[config.mk]
export PLATFORM = sky130hd
export DESIGN_NAME = pattern_scan_seq
export DESIGN_NICKNAME = d
export VERILOG_FILES = /design/src/rtl/pattern_scan_seq.sv
export SDC_FILE = /design/constraint.sdc
export NUM_CORES = 1
export LEC_CHECK = 0
export BUFFER_PORTS_ARGS = -buffer_cell sky130_fd_sc_hd__buf_2
export CORE_UTILIZATION = 52
export CTS_CLUSTER_SIZE = 8
export DETAILED_ROUTE_END_ITERATION = 7
export PLACE_DENSITY = 0.77
export SYNTH_ARGS = -nofsm -noshare
export SYNTH_HDL_FRONTEND = slang
export SYNTH_SLANG_ARGS = --single-unit
[constraint.sdc]
create_clock -name clk -period 3.05 [get_ports clk]
set_input_delay 0 -clock clk [delete_from_list [all_inputs] [get_ports clk]]
set_output_delay 0 -clock clk [all_outputs]
set_load 0.02 [all_outputs]
[src/rtl/pattern_scan_seq.sv]
// Sequential bit-pattern locator: walks a latched word one window per clock from the LSB,
// reporting the lowest match position and, in count-all mode, the number of matches.
module pattern_scan_seq #(
    parameter int                  WORD_SIZE  = 16,
    parameter int                  PAT_SIZE   = 3,
    parameter logic [PAT_SIZE-1:0] PATTERN    = 3'b101,
    parameter int                  INDEX_SIZE = 5,
    parameter int                  COUNT_SIZE = 5
) (
    input  logic                  clk,
    input  logic                  rst_n,
    input  logic                  start,
    input  logic [WORD_SIZE-1:0]  word_in,
    input  logic                  mode,
    input  logic                  overlap,
    output logic                  busy,
    output logic                  done,
    output logic                  found,
    output logic [INDEX_SIZE-1:0] index_out,
    output logic [COUNT_SIZE-1:0] match_count
);

    // One extra bit so the advanced position can exceed the last legal window without wrapping.
    localparam int POS_W = $clog2(WORD_SIZE + 1) + 1;
    localparam logic [POS_W-1:0] LAST_POS = POS_W'(WORD_SIZE - PAT_SIZE);
    localparam logic [POS_W-1:0] PAT_STEP = POS_W'(PAT_SIZE);

    typedef enum logic [1:0] {
        IDLE = 2'd0,
        SCAN = 2'd1,
        DONE = 2'd2
    } state_t;

    state_t                state_q, state_d;
    logic [WORD_SIZE-1:0]  word_q, word_d;
    logic                  mode_q, mode_d;
    logic                  overlap_q, overlap_d;
    logic [POS_W-1:0]      pos_q, pos_d;
    logic                  found_q, found_d;
    logic [INDEX_SIZE-1:0] index_q, index_d;
    logic [COUNT_SIZE-1:0] count_q, count_d;

    logic [WORD_SIZE-1:0]  shifted;
    logic [PAT_SIZE-1:0]   window;
    logic [POS_W-1:0]      posNext;

    assign shifted = word_q >> pos_q;
    assign window  = shifted[PAT_SIZE-1:0];

    always_ff @(posedge clk) begin
        if (!rst_n) begin
            state_q   <= IDLE;
            word_q    <= '0;
            mode_q    <= 1'b0;
            overlap_q <= 1'b0;
            pos_q     <= '0;
            found_q   <= 1'b0;
            index_q   <= '0;
            count_q   <= '0;
        end else begin
            state_q   <= state_d;
            word_q    <= word_d;
            mode_q    <= mode_d;
            overlap_q <= overlap_d;
            pos_q     <= pos_d;
            found_q   <= found_d;
            index_q   <= index_d;
            count_q   <= count_d;
        end
    end

    always_comb begin
        state_d   = state_q;
        word_d    = word_q;
        mode_d    = mode_q;
        overlap_d = overlap_q;
        pos_d     = pos_q;
        found_d   = found_q;
        index_d   = index_q;
        count_d   = count_q;
        posNext   = pos_q + POS_W'(1);

        case (state_q)
            IDLE: begin
                if (start) begin
                    word_d    = word_in;
                    mode_d    = mode;
                    overlap_d = overlap;
                    pos_d     = '0;
                    found_d   = 1'b0;
                    index_d   = '0;
                    count_d   = '0;
                    state_d   = SCAN;
                end
            end
            SCAN: begin
                // No remaining set bits means a nonzero pattern can never match again.
                if ((PATTERN != '0) && (shifted == '0)) begin
                    state_d = DONE;
                end else begin
                    if (window == PATTERN) begin
                        if (!found_q) begin
                            found_d = 1'b1;
                            index_d = INDEX_SIZE'(pos_q);
                        end
                        if (count_q != '1) begin
                            count_d = count_q + COUNT_SIZE'(1);
                        end
                        posNext = pos_q + (overlap_q ? POS_W'(1) : PAT_STEP);
                        if (!mode_q) begin
                            state_d = DONE;
                        end
                    end
                    pos_d = posNext;
                    if (posNext > LAST_POS) begin
                        state_d = DONE;
                    end
                end
            end
            DONE: begin
                state_d = IDLE;
            end
            default: begin
                state_d = IDLE;
            end
        endcase
    end

    assign busy        = (state_q == SCAN);
    assign done        = (state_q == DONE);
    assign found       = found_q;
    assign index_out   = index_q;
    assign match_count = count_q;

endmodule

* After elaboration in Yosys (flattened, before gate mapping)
Index checks and enable logic that the tools add are counted.
** Operators by class
- Add/sub/neg operators :: 3
- $mul :: 0
- Div/mod/pow operators :: 0
- Magnitude comparators :: 1
- Equal/unequal tests :: 11
- Shifts and indexed selects :: 1
- Multiplexer cells :: 26
- Bitwise logic cells :: 0
- Reductions and logical operators :: 9
** Operators with widths (count)
- 5-bit two-way mux :: 7
- 6-bit two-way mux :: 5
- 5-bit case mux with 2 select lines :: 2
- 16-bit logical NOT :: 1
- 16-bit by 6-bit right shift with 16-bit output :: 1
- 2-bit two-way mux :: 6
- 6-bit case mux with 2 select lines :: 1
- 5-bit AND reduction :: 2
- 6-bit by 1-bit adder with 6-bit output (second input constant) :: 1
- 6-bit by 2-bit adder with 6-bit output :: 1
- 6-bit by 4-bit greater-than comparator with 1-bit output (second input constant) :: 1
- 2-bit != test (second input constant) :: 3
- 3-bit AND reduction :: 2
- 5-bit by 1-bit adder with 5-bit output (second input constant) :: 1
- 5-bit != test (second input constant) :: 1
- 2-bit by 1-bit != test with 1-bit output (second input constant) :: 2
- 4-bit by 1-bit != test with 1-bit output (second input constant) :: 1
- 4-bit by 2-bit != test with 1-bit output (second input constant) :: 1
- 2-bit case mux with 2 select lines :: 1
- 4-bit AND reduction :: 1
- 3-bit == test (second input constant) :: 1
- 1-bit two-way mux :: 3
- 2-bit by 1-bit == test with 1-bit output (second input constant) :: 1
- 2-bit == test (second input constant) :: 1
- 4 further kinds :: 4
** Storage, ports and cells
- Flip-flop bits (word level) :: 37
- Latch bits :: 0
- RAM bits :: 0
- ROM bits :: 0
- Input port bits :: 21
- Output and inout bits :: 13
- Logic and storage cells :: 59
- Memories :: 0

* Logic depth before layout (Yosys ltp)
- Word-level depth :: 9
- Depth in mapped cells :: 17
- Mapped depth without buffers :: 14

* Worst setup path before layout
No wires, ideal clock.
- Kind :: register to register
- Start point :: register pos_q[0]
- End point :: register state_q[1]
- Library setup time :: 0.120 ns
- Arrival time :: 3.060 ns
- Required time :: 2.930 ns
- Slack :: -0.130 ns
- Stages on the path, launching flop included :: 16
- Path buffers :: 2
- Period minus slack after synthesis :: 3.180 ns
- Cells stage by stage :: dfxtp_1 > buf_6 > buf_6 > mux4_2 > a21oi_1 > o21a_2 > nand3_1 > nor2_1 > ha_1 > a21o_1 > and2_1 > nor2_1 > o41ai_1 > a21oi_1 > a31oi_1 > o31a_1
** On the way
- Longest elaborated chain between the ends :: 9
- Elaborated cells on any way between the ends :: 15
- Those cells by class :: 2 x add/sub; 1 x order compare; 3 x eq/ne; 1 x shift; 6 x mux; 2 x reduce/logical
** RTL lines
- start, declared :: line 38 : logic [POS_W-1:0] pos_q, pos_d;
- start signal, assigned :: line 65 : pos_q <= pos_d;
- 16-bit by 6-bit right shift with 16-bit output :: line 47 : assign shifted = word_q >> pos_q;
- 3-bit == test :: line 101 : if (window == PATTERN) begin
- 6-bit two-way mux :: line 101
- 6-bit two-way mux :: line 98 : if ((PATTERN != '0) && (shifted == '0)) begin
- 6-bit two-way mux :: line 83 : case (state_q)
- 6-bit by 4-bit greater-than comparator with 1-bit output :: line 115 : if (posNext > LAST_POS) begin
- 2-bit two-way mux :: line 115
- 2-bit two-way mux :: line 98
- 2-bit case mux with 2 select lines :: line 83
- end signal, assigned :: line 61 : state_q <= state_d;
- end, declared :: line 34 : state_t state_q, state_d;
Several ways; a longest one is shown, not always the timed one. The select of a mux whose other input is x is not followed.
A chain may end at the register's enable or synchronous reset.

* Worst setup path after layout
Same ends and word-level chain as after synthesis.

==> out/summary.json <==
{
  "outcome": "completed",
  "synth_area_leaders": "dfxtp_1 30%, nand2_1 11%, mux2i_1 6.9%, a21oi_1 6.3%, mux4_2 5.5%",
  "clock_sinks": 37,
  "synth-warning-count": 0,
  "grt_pass1_wl_mm": 11.6,
  "postSynthCellCount": 303,
  "synth_top_family_by_area": "simple AND/OR/NAND/NOR gates",
  "top_cell_type_s_share_of_synthesized_area": 0.302,
  "grt_max_degree": 28,
  "num_rows": 24,
  "synth-edff-count": 0,
  "globalRouteOverflowTotal": 0,
  "drt_first_pass_iters": 5,
  "power_density_nw_per_um2": 439,
  "place.gp.congestion": 0.909,
  "p_leak_uw": 0.00128,
  "layout.core_utilization": 0.717,
  "final_period_minus_worst_setup_slack_ns": 3.03,
  "maxClockFrequency_mhz": 330,
  "floorplan.initialDensity": 0.553,
  "hold_class": "in -> reg",
  "insertedDiodeCount": 0,
  "synth_compound_area_frac": 0.190,
  "nets": 399,
  "boundaryPins": 34,
  "fp.dieArea_um2": 5000,
  "headroom_to_the_max_slew_limit": 0.411,
  "place.port_buffers": 33,
  "clock_latency_ns": 0.29,
  "synth.area.mux_share": 0.156,
  "hold_viol_final": 0,
  "sequential_to_total_area_share_from_yosys_stat": 0.302,
  "track_usage": 0.290,
  "crit_type": "reg -> reg",
  "setup_total_negative_slack_ns": 0,
  "placeableCoreArea_um2": 4440,
  "finalSetupViolCount": 0,
  "ys_ff_latch": 37,
  "final_max_slew_viol_count": 0,
  "arrival_ns": 3.21,
  "switching_power_uw": 500,
  "syn2layout_area_growth_pct": 29.8,
  "synth-async-reset-ratio": 0,
  "switching_share": 0.358,
  "critPathRequiredTime_ns": 3.23,
  "hpwlAfterDp_mm": 4.76,
  "ant_nets": 0,
  "synth_fp_nets": 330,
  "power.clock.fraction": 0.241,
  "post_synth_and_or_nand_nor_area_fraction": 0.252,
  "synthAdderAreaFrac": 0.0336,
  "worst_path_max_fanout": 6,
  "via_per_inst": 6.09,
  "skew_ns": 0.00512,
  "count_of_different_cell_masters_after_synthesis": 55,
  "cell_type_contributing_the_most_total_cell_area_after_synthesis": "dfxtp_1",
  "route.vias.total": 2590,
  "yosys.cell_count.top_type": "nand2_1",
  "commonest_cells_in_the_netlist": "69 x nand2_1, 37 x dfxtp_1, 31 x a21oi_1",
  "cts_buffer_depth": 2,
  "cp_num_buf_inv": 0,
  "hold_slack_ns": 0.0376,
  "p_comb_frac": 0.360,
  "post_synth.cell_area_avg_um2": 8.11,
  "vdd.ir_drop.worst_mv": 0.356,
  "die_y_um": 70.7,
  "maxCapViolations": 0,
  "detail_route.wl_per_cell_um": 16.5,
  "master_cell_of_the_clock_root_buffer": "clkbuf_8",
  "worstSetupStartpointType": "flop",
  "post_route_cells_drive_above_1_share": 0.282,
  "cpPeakStageDelay_ns": 0.51,
  "worstPathCellList": "mux4_2 -> and3_4 -> a21oi_2 -> o21a_2 -> nand3_4 -> nor2_4 -> ha_4 -> a21o_1 -> and2_4 -> nor2_4 -> o41ai_1 -> a21oi_1 -> a31oi_2 -> o31a_1",
  "detail_route.drc_violations": 0,
  "synth_flop_cell": "dfxtp_1",
  "drt_iter0_drc": 281,
  "unrepaired_setup_endpoints_after_global_routing": "yes",
  "worst_setup_path_end_kind": "flop",
  "p_seq_frac": 0.399,
  "num-fill-cells": 331,
  "timing.critical_path.slowest_stage_cell": "mux4_2",
  "worst_path_dominant_cell_family": "compound AO/OA/AOI/OAI gates",
  "route.final.wire_length_mm": 7.01,
  "antenna_found_initial": 0,
  "cellInternalPower_uw": 897,
  "h-tree-depth": 2,
  "clk_pin_slew_worst_paths_ns": 0.07,
  "cp_common_cell": "nor2_4",
  "synthesis.area_um2": 2460,
  "clock_tree_from_tritoncts": "yes",
  "die_w_um": 70.7,
  "max_slew.worst_pin.slew_ns": 0.880,
  "period_share": 0.994,
  "first_global_vias": 2399,
  "cts_made_buffers": 5,
  "post_synthesis_xor_xnor_area_fraction": 0.00357
}
-- cells in the final DEF, fill, tap and decap left out, drive strengths merged, types with 3 or more instances in the layout --
cell type	instances
a21oi	32
a31oi	3
and3	5
buf	66
clkbuf	7
dfxtp	37
dlygate4sd3	18
ha	5
inv	7
mux2i	17
mux4	9
nand2	69
nand2b	5
nand3	6
nand4b	3
nor2	16
nor3	6
nor4	5
o211ai	4
o21ai	10
o22ai	3
or4	4
-- layout make-up --
class,instances,area (µm²),area share
clock buffer,7,76.3,0.0239
clock inverter,1,7.51,0.00236
inverter,9,33.8,0.0106
multi-input combinational,235,1660,0.520
sequential,37,746,0.234
tap,52,65.1,0.0204
timing repair buffer,84,601,0.188
-- worst register-to-register path: cells and delay by family (launching register included) --
family | cells | cell delay, ns
AND/OR/NAND/NOR | 5 | 0.68
adder cells (fa/ha/maj) | 1 | 0.22
flip-flops | 1 | 0.41
multiplexers | 1 | 0.51
AO/OA/AOI/OAI | 7 | 1.11
-- kinds of logic after synthesis --
logic type | Yosys count
xor+xnor | 1
flops | 37
compound gates | 72
buf+inv | 31
fa+ha+maj | 6
mux | 26
simple gates | 130
-- per-layer routing --
metal / routed length, µm / track usage / vias up / share of wire
met1: 2980 / 0.402 / 1207 / 0.42
met3: 520 / 0.0541 / 15 / 0.074
met4: 125 / 0.100 / 0 / 0.018
met5: 0 / 0 / - / 0
met2: 3390 / 0.458 / 135 / 0.48
li1: - / - / 1233 / -
-- per-stage QoR --
step	area [µm²]	setup WS (ns)	cells	power [µW]
2_1_floorplan	2480	0.0179	303	887
3_3_place_gp	2810	0.0822	396	1010
5_1_grt	3190	-0.103	425	1470
4_1_cts	3090	0.00727	422	1370
3_5_place_dp	2810	-0.0311	396	1010
6_report	3190	0.0181	425	1400
-- sequential cells by signal, summed over array words and instances, names as in the netlist --
signal,count
index_out,5
found,1
match_count,5
overlap_q,1
pos_q,6
state_q,2
word_q,16
mode_q,1
-- power by group through the flow --
stage | Combinational, µW | Sequential (µW) | Clock [µW]
after floorplan | 337 | 549 | 0
after global placement | 445 | 562 | 0
after detailed placement | 450 | 564 | 0
after CTS | 472 | 554 | 342
after global routing | 546 | 561 | 361
final | 503 | 558 | 337
-- worst paths after layout --
kind / from / to / slack, ns / cells after the start
setup / recovery: pos_q[0] / state_q[1] / 0.02 / 14
hold / removal: rst_n / pos_q[4] / 0.04 / 3
setup reg to reg: pos_q[0] / state_q[1] / 0.02 / 14
hold reg to reg: index_out[4] / index_out[4] / 0.43 / 2
-- repair_timing --
item,4_1_cts,5_1_grt
endpoints found under the setup margin,2,2
buffers inserted,0,3
endpoints found under the hold margin,18,0
pin swaps,0,6
hold buffers,18,0
resized for setup,3,19
cloned,0,0
(Power assumes the default switching activity.)
